## config.mk

```make
export PLATFORM = sky130hd
export DESIGN_NAME = pe_conv_ctrl
export DESIGN_NICKNAME = d
export VERILOG_FILES = /design/src/rtl/pe_ctrl_pkg.sv /design/src/rtl/pe_requant.sv /design/src/rtl/pe_conv_ctrl.sv
export SDC_FILE = /design/constraint.sdc
export NUM_CORES = 1
export LEC_CHECK = 0
export BUFFER_PORTS_ARGS = -buffer_cell sky130_fd_sc_hd__buf_4
export CAP_MARGIN = 20
export CORE_MARGIN = 2
export CORE_UTILIZATION = 40
export CTS_BUF_LIST = sky130_fd_sc_hd__clkbuf_4 sky130_fd_sc_hd__clkbuf_8 sky130_fd_sc_hd__clkbuf_16
export DETAILED_ROUTE_END_ITERATION = 6
export PLACE_DENSITY = 0.68
export SYNTH_ARGS = -nofsm -noshare
export SYNTH_HDL_FRONTEND = slang
export SYNTH_SLANG_ARGS = --single-unit
```

## constraint.sdc

```tcl
create_clock -name clk -period 3.5 [get_ports clk]
set_input_delay 0.35 -clock clk [delete_from_list [all_inputs] [get_ports clk]]
set_output_delay 0.35 -clock clk [all_outputs]
set_load 0.01 [all_outputs]
```

## src/rtl/pe_ctrl_pkg.sv

```systemverilog
// ---------------------------------------------------------------------------
// pe_ctrl_pkg
// Shared types and constants for the 25-tap convolution PE sequencer.
//   state_t    : sequencer FSM states
//   K          : convolution window edge length (5x5 window)
//   PE_LAT_DEF : default PE input-to-result latency in cycles
//   RES_W      : PE result width
//   sat_int8() : clamps a signed RES_W value into the int8 range
// ---------------------------------------------------------------------------
package pe_ctrl_pkg;

  typedef enum logic [1:0] {
    IDLE,
    ISSUE,
    DRAIN,
    DONE
  } state_t;

  localparam int K          = 5;
  localparam int PE_LAT_DEF = 3;
  localparam int RES_W      = 24;
  localparam int INT8_MAX   = 127;
  localparam int INT8_MIN   = -128;

  localparam logic signed [RES_W-1:0] RES_INT8_MAX = RES_W'(INT8_MAX);
  localparam logic signed [RES_W-1:0] RES_INT8_MIN = RES_W'(INT8_MIN);

  // Values already inside [-128,127] keep their low byte, which is their
  // two's-complement int8 encoding.
  function automatic logic [7:0] sat_int8(input logic signed [RES_W-1:0] v);
    logic [7:0] r;
    if (v > RES_INT8_MAX) begin
      r = 8'h7F;
    end else if (v < RES_INT8_MIN) begin
      r = 8'h80;
    end else begin
      r = v[7:0];
    end
    return r;
  endfunction

endpackage

```

## src/rtl/pe_requant.sv

```systemverilog
// ---------------------------------------------------------------------------
// pe_requant
// Combinational requantizer for one PE result.
// Ports:
//   din   in  RES_W  signed PE result
//   shift in  4      arithmetic right shift amount (rounds toward -inf)
//   relu  in  1      1 = negative values become 0
//   dout  out 8      saturated signed int8
// ---------------------------------------------------------------------------
module pe_requant
  import pe_ctrl_pkg::*;
(
  input  logic [RES_W-1:0] din,
  input  logic [3:0]       shift,
  input  logic             relu,
  output logic [7:0]       dout
);

  logic signed [RES_W-1:0] shifted;
  logic signed [RES_W-1:0] clamped;

  // Shift first so ReLU and saturation see the rescaled value; the sign bit
  // of the shifted value decides ReLU since >>> preserves sign.
  always_comb begin
    shifted = $signed(din) >>> shift;
    clamped = (relu && shifted[RES_W-1]) ? '0 : shifted;
    dout    = sat_int8(clamped);
  end

endmodule

```

## src/rtl/pe_conv_ctrl.sv

```systemverilog
// ---------------------------------------------------------------------------
// pe_conv_ctrl
// Sequencer for the 25-tap convolution PE: walks a stride-1 5x5 window over
// the configured plane, keeps the PE enabled until its pipeline drains, and
// requantizes each result to int8 with a row-major output address.
// Ports:
//   clk, rst                 clock, synchronous active-high reset
//   start                    one-cycle launch pulse, honoured only when idle
//   cfg_in_w, cfg_in_h       input plane size, sampled on accepted start
//   cfg_shift, cfg_relu      requantization settings, sampled on accepted start
//   busy, done, err          status: busy start..done, done pulse, bad config
//   win_req, win_row/col     window request and its origin
//   win_ack                  window data present on PE inputs this cycle
//   conv_en                  PE enable
//   pe_result                PE output, valid PE_LAT cycles after an issue
//   out_valid/addr/data      requantized result stream, no backpressure
// ---------------------------------------------------------------------------
module pe_conv_ctrl
  import pe_ctrl_pkg::*;
#(
  parameter int PE_LAT = PE_LAT_DEF,
  parameter int DIM_W  = 8,
  parameter int ADDR_W = 16
) (
  input  logic              clk,
  input  logic              rst,
  input  logic              start,
  input  logic [DIM_W-1:0]  cfg_in_w,
  input  logic [DIM_W-1:0]  cfg_in_h,
  input  logic [3:0]        cfg_shift,
  input  logic              cfg_relu,
  output logic              busy,
  output logic              done,
  output logic              err,
  output logic              win_req,
  output logic [DIM_W-1:0]  win_row,
  output logic [DIM_W-1:0]  win_col,
  input  logic              win_ack,
  output logic              conv_en,
  input  logic [RES_W-1:0]  pe_result,
  output logic              out_valid,
  output logic [ADDR_W-1:0] out_addr,
  output logic [7:0]        out_data
);

  state_t state, state_nxt;

  logic [DIM_W-1:0]  col_last;
  logic [DIM_W-1:0]  row_last;
  logic [DIM_W-1:0]  row;
  logic [DIM_W-1:0]  col;
  logic [3:0]        shift_q;
  logic              relu_q;
  logic              err_q;
  logic [PE_LAT-1:0] vld;
  logic [ADDR_W-1:0] addr_cnt;
  logic              out_valid_q;
  logic [ADDR_W-1:0] out_addr_q;
  logic [7:0]        out_data_q;
  logic [7:0]        req_data;

  logic cfg_ok;
  logic start_acc;
  logic issue;
  logic last_col;
  logic last_win;

  assign cfg_ok    = (cfg_in_w >= DIM_W'(K)) && (cfg_in_h >= DIM_W'(K));
  assign start_acc = start && (state == IDLE);
  assign issue     = (state == ISSUE) && win_ack;
  assign last_col  = (col == col_last);
  assign last_win  = last_col && (row == row_last);

  // State register.
  always_ff @(posedge clk) begin
    if (rst) begin
      state <= IDLE;
    end else begin
      state <= state_nxt;
    end
  end

  // Next state and the state-decoded control outputs. DRAIN waits for every
  // in-flight slot so the PE pipeline is never cleared under real data.
  always_comb begin
    state_nxt = state;
    busy      = 1'b0;
    done      = 1'b0;
    win_req   = 1'b0;
    conv_en   = 1'b0;
    case (state)
      IDLE: begin
        if (start) begin
          state_nxt = cfg_ok ? ISSUE : DONE;
        end
      end
      ISSUE: begin
        busy    = 1'b1;
        win_req = 1'b1;
        conv_en = 1'b1;
        if (issue && last_win) begin
          state_nxt = DRAIN;
        end
      end
      DRAIN: begin
        busy    = 1'b1;
        conv_en = 1'b1;
        if (vld == '0) begin
          state_nxt = DONE;
        end
      end
      DONE: begin
        busy      = 1'b1;
        done      = 1'b1;
        state_nxt = IDLE;
      end
      default: begin
        state_nxt = IDLE;
      end
    endcase
  end

  // Configuration latch and window origin counters. The stored limits are
  // the last valid origin (in - K), so the wrap test is a plain compare.
  // Counters return to 0 after the final window so the next plane starts
  // clean even without a reset.
  always_ff @(posedge clk) begin
    if (rst) begin
      col_last <= '0;
      row_last <= '0;
      shift_q  <= '0;
      relu_q   <= 1'b0;
      err_q    <= 1'b0;
      row      <= '0;
      col      <= '0;
    end else if (start_acc) begin
      col_last <= cfg_in_w - DIM_W'(K);
      row_last <= cfg_in_h - DIM_W'(K);
      shift_q  <= cfg_shift;
      relu_q   <= cfg_relu;
      err_q    <= !cfg_ok;
      row      <= '0;
      col      <= '0;
    end else if (issue) begin
      if (last_win) begin
        row <= '0;
        col <= '0;
      end else if (last_col) begin
        row <= row + 1'b1;
        col <= '0;
      end else begin
        col <= col + 1'b1;
      end
    end
  end

  // Valid pipe mirroring the PE stages: a bit enters on each accepted window
  // and reaches the top exactly when pe_result belongs to that window.
  // Bubbles (ack low) shift in zeros.
  always_ff @(posedge clk) begin
    if (rst) begin
      vld <= '0;
    end else begin
      vld <= (vld << 1) | PE_LAT'(issue);
    end
  end

  pe_requant u_requant (
    .din   (pe_result),
    .shift (shift_q),
    .relu  (relu_q),
    .dout  (req_data)
  );

  // Output registers. Results arrive in issue order, so the output address
  // is just a running count of emitted results.
  always_ff @(posedge clk) begin
    if (rst) begin
      out_valid_q <= 1'b0;
      out_addr_q  <= '0;
      out_data_q  <= '0;
      addr_cnt    <= '0;
    end else begin
      out_valid_q <= vld[PE_LAT-1];
      if (start_acc) begin
        addr_cnt <= '0;
      end else if (vld[PE_LAT-1]) begin
        out_data_q <= req_data;
        out_addr_q <= addr_cnt;
        addr_cnt   <= addr_cnt + 1'b1;
      end
    end
  end

  assign err       = err_q;
  assign win_row   = row;
  assign win_col   = col;
  assign out_valid = out_valid_q;
  assign out_addr  = out_addr_q;
  assign out_data  = out_data_q;

endmodule

```

==> results.json <==
{
  "ys_types": 59,
  "clock-root-buffer": "sky130_fd_sc_hd__clkbuf_16",
  "max_slew_margin_pct": 51.18,
  "cellInternalPower_w": 0.002113,
  "clockBufferDepth": 2,
  "power.share.combinational_pct": 34.8,
  "die_area_um2": 13550,
  "power.density_cell_area_nw_per_um2": 520.4,
  "cts.reportedPaths.clkPinSlew_ns": 0.06,
  "cp_max_fo": 25,
  "aggregate_routed_wire_length_mm": 13.02,
  "count_of_flip_flops_with_a_built_in_enable_after_synthesis": 0,
  "final_core_util_pct": 49.56,
  "timing.critical_path.to": "out_data[3]",
  "skew_ns": 0.008522,
  "outcome": "finished, final reports clean",
  "groute.usage.overall_pct": 19.63,
  "fin_crit_ns": 3.135,
  "dp.cells": 845,
  "p_total_w": 0.003215,
  "critPathCaptureType": "register",
  "p_switching_w": 0.001102,
  "worst-r2r-setup-slack_ns": 0.36,
  "synth_async_sr_flop_share_pct": 0,
  "drc_violation_count_after_routing": 0,
  "netlist_top_cells_area": "sky130_fd_sc_hd__dfxtp_1 (33%), sky130_fd_sc_hd__nand2_1 (6.9%), sky130_fd_sc_hd__xor2_1 (5.0%)",
  "post_synthesis_cell_area_um2": 5052,
  "p_leak_nw": 2.372,
  "core_area_um2": 12470,
  "drt.antenna.violating_nets": 0,
  "power_frac_clock_pct": 29.5,
  "setup_repair_after_global_routing_missed_its_margin": "false",
  "grt_pass1_vias": 4297,
  "final_max_slew_viol_count": 0,
  "area.growth.synth_to_final_pct": 22.29,
  "portBuffers": 94,
  "worst_hold_path.num_cells": 2,
  "timing.rr.start": "shift_q[1]",
  "max_cap_violations": 0,
  "synth_largest_type_area_fraction_pct": 33.28,
  "htree_num_levels": 3,
  "clk_latency_ns": 0.34,
  "initial_cell_density_of_the_core_pct": 40.53,
  "die_y_um": 116.4,
  "yosys.area.top_type": "sky130_fd_sc_hd__dfxtp_1",
  "worst-slew-pin-transition_ns": 0.7323,
  "setup_violations": 0,
  "yosys_register_bits": 84,
  "power.share.switching_pct": 34.27,
  "worst_ir_drop_vdd_v": 0.0003853,
  "postCtsSetupBuffers": 0,
  "gp_congestion": 0.8869,
  "first_iter_violations": 350,
  "finalHoldViolCount": 0,
  "grt_max_degree": 62,
  "layout.nets": 745,
  "floorplan.die.width_um": 116.4,
  "setup.worst_path.start": "shift_q[1]",
  "num_rows": 41,
  "avgSynthCellArea_um2": 8.337,
  "crit_type": "reg2reg",
  "worst-endpoint-required_ns": 3.68,
  "antenna_cells": 0,
  "cts_repair_resize_count": 0,
  "p_seq_share_pct": 35.8,
  "synth_nets": 667,
  "io_pins": 95,
  "gr-total-overflow": 0,
  "antenna_found_initial": 0,
  "detailroute.via_count": 4666,
  "timing.hold.worst.start": "cfg_in_w[0]",
  "fin_crit_sh_pct": 89.58,
  "cts_hold_buf": 0,
  "arrival_time_at_the_worst_endpoint_ns": 3.31,
  "tritoncts": "yes",
  "hp-class": "in2reg",
  "first_pass_iters": 4,
  "grt_pass1_wl_mm": 21.24,
  "fin_cells": 861,
  "vias_per_cell": 5.419,
  "fmaxAchievable_ghz": 0.3189,
  "critical_path.reg2reg.endpoint": "out_data[3]",
  "tns_ns": 0,
  "synthCells": 606,
  "cp-start-kind": "register",
  "yosys_warnings": 0,
  "synth_ff_type": "sky130_fd_sc_hd__dfxtp_1",
  "routed_len_inst_um": 15.12,
  "share_of_the_yosys_chip_area_belonging_to_registers_pct": 33.28,
  "tritoncts.num_buffers": 9,
  "final_layout_size_suffix_gt1_share_pct": 20.17,
  "detailed_placement_hpwl_mm": 9.679,
  "r2r_cells": 7,
  "clock-sinks": 84
}
[state kept, by name (all words and copies together) (netlist names)]
name and flops:
state 2, win_col 8, vld 3, shift_q 4
win_row 8, relu_q 1, out_addr 16, out_data 8
err 1, addr_cnt 16, row_last 8, out_valid 1
col_last 8
[stage by stage]
step	instance area [µm²]	setup WS [ns]	hold slack, ns
floorplan	5052	0.9774	0.4291
global placement	5878	0.3397	0.4386
detailed placement	5878	0.2261	0.4495
CTS	6176	0.2038	0.2012
global route	6178	0.2046	0.2022
finish	6178	0.3647	0.2150
[cell families (layout without fill, tap and decap cells)]
| kind of cell | Yosys count | in the layout | share of synthesized area, % |
|---|---|---|---|
| compound gates | 129 | 129 | 16.86 |
| xor+xnor | 45 | 45 | 7.801 |
| fa+ha+maj | 12 | 12 | 2.972 |
| buf+inv | 52 | 135 | 4.507 |
| flops | 84 | 84 | 33.28 |
| mux | 47 | 47 | 13.20 |
| simple gates | 237 | 237 | 21.37 |
[synth_stat cells, types with 2 or more instances]
master,n
sky130_fd_sc_hd__nor2_1,65
sky130_fd_sc_hd__nand2_1,93
sky130_fd_sc_hd__buf_6,2
sky130_fd_sc_hd__a31oi_1,4
sky130_fd_sc_hd__a2111o_1,6
sky130_fd_sc_hd__buf_2,2
sky130_fd_sc_hd__mux2_2,8
sky130_fd_sc_hd__dfxtp_1,84
sky130_fd_sc_hd__a22oi_1,2
sky130_fd_sc_hd__nor3_1,4
sky130_fd_sc_hd__o21ai_0,18
sky130_fd_sc_hd__o22ai_1,2
sky130_fd_sc_hd__inv_1,15
sky130_fd_sc_hd__o32ai_1,7
sky130_fd_sc_hd__xor2_1,29
sky130_fd_sc_hd__o211ai_1,2
sky130_fd_sc_hd__a21oi_1,49
sky130_fd_sc_hd__or3_1,14
sky130_fd_sc_hd__nand2b_1,3
sky130_fd_sc_hd__nand4_1,11
sky130_fd_sc_hd__a211oi_1,19
sky130_fd_sc_hd__a221oi_1,2
sky130_fd_sc_hd__a21boi_0,2
sky130_fd_sc_hd__o21a_1,2
sky130_fd_sc_hd__nand3_1,13
sky130_fd_sc_hd__nor4_1,8
sky130_fd_sc_hd__and2_1,4
sky130_fd_sc_hd__nor2b_1,8
sky130_fd_sc_hd__mux4_1,7
sky130_fd_sc_hd__and3_1,6
sky130_fd_sc_hd__mux2i_1,24
sky130_fd_sc_hd__mux4_2,5
sky130_fd_sc_hd__buf_1,7
sky130_fd_sc_hd__buf_4,4
sky130_fd_sc_hd__clkbuf_1,22
sky130_fd_sc_hd__a2111oi_0,2
sky130_fd_sc_hd__ha_1,12
sky130_fd_sc_hd__xnor2_1,16
sky130_fd_sc_hd__a311oi_1,3
[worst min path at each step]
stage	slack, ns	to
after global routing	0.20	col_last[0]
after CTS	0.20	col_last[0]
final	0.22	col_last[0]
after global placement	0.44	vld[2]
after detailed placement	0.45	vld[2]
after floorplan	0.43	vld[1]
[cell type report]
| type | instances | area (µm²) |
|---|---|---|
| well taps | 172 | 215.2 |
| clock buffers | 12 | 247.7 |
| multi-input cells | 470 | 3143 |
| fillers | 1227 | 6287 |
| inverters | 15 | 56.30 |
| repair buffers | 104 | 780.7 |
| clock inverters | 4 | 50.05 |
| flip-flops and latches | 84 | 1685 |
[power groups by stage]
stage	Sequential, W	Combinational [W]	Clock (W)
after floorplan	0.00113	0.000840	0
after global placement	0.00116	0.00110	0
after detailed placement	0.00117	0.00111	0
after CTS	0.00115	0.00112	0.000970
after global routing	0.00116	0.00124	0.00101
final	0.00115	0.00112	0.000948
[layer usage]
layer | up-vias | routed length, µm | global-route usage [%]
met3 | 16 | 572 | 4.307
met5 | - | 0 | 0
li1 | 2323 | - | -
met1 | 2217 | 6194 | 26.33
met4 | 0 | 161 | 6.032
met2 | 110 | 6091 | 31.71
[placed cells by master (no fill, tap or decap), types with 12 or more instances in the layout]
cell type	Yosys	layout
sky130_fd_sc_hd__dfxtp_1	84	83
sky130_fd_sc_hd__inv_1	15	15
sky130_fd_sc_hd__a21oi_1	49	49
sky130_fd_sc_hd__or3_1	14	14
sky130_fd_sc_hd__ha_1	12	12
sky130_fd_sc_hd__o21ai_0	18	18
sky130_fd_sc_hd__nand2_1	93	93
sky130_fd_sc_hd__nand3_1	13	13
sky130_fd_sc_hd__mux2i_1	24	24
sky130_fd_sc_hd__xor2_1	29	29
sky130_fd_sc_hd__nor2_1	65	65
sky130_fd_sc_hd__a211oi_1	19	19
sky130_fd_sc_hd__buf_4	4	104
sky130_fd_sc_hd__xnor2_1	16	16
[worst max-delay path, stage by stage (launching register included)]
cell	delay (ns)
sky130_fd_sc_hd__dfxtp_4	0.56
sky130_fd_sc_hd__buf_4	0.35
sky130_fd_sc_hd__mux2i_1	0.39
sky130_fd_sc_hd__mux2i_1	0.19
sky130_fd_sc_hd__mux4_2	0.50
sky130_fd_sc_hd__or4_1	0.53
sky130_fd_sc_hd__o22ai_2	0.29
sky130_fd_sc_hd__o32ai_1	0.15
(Power assumes the default switching activity.)
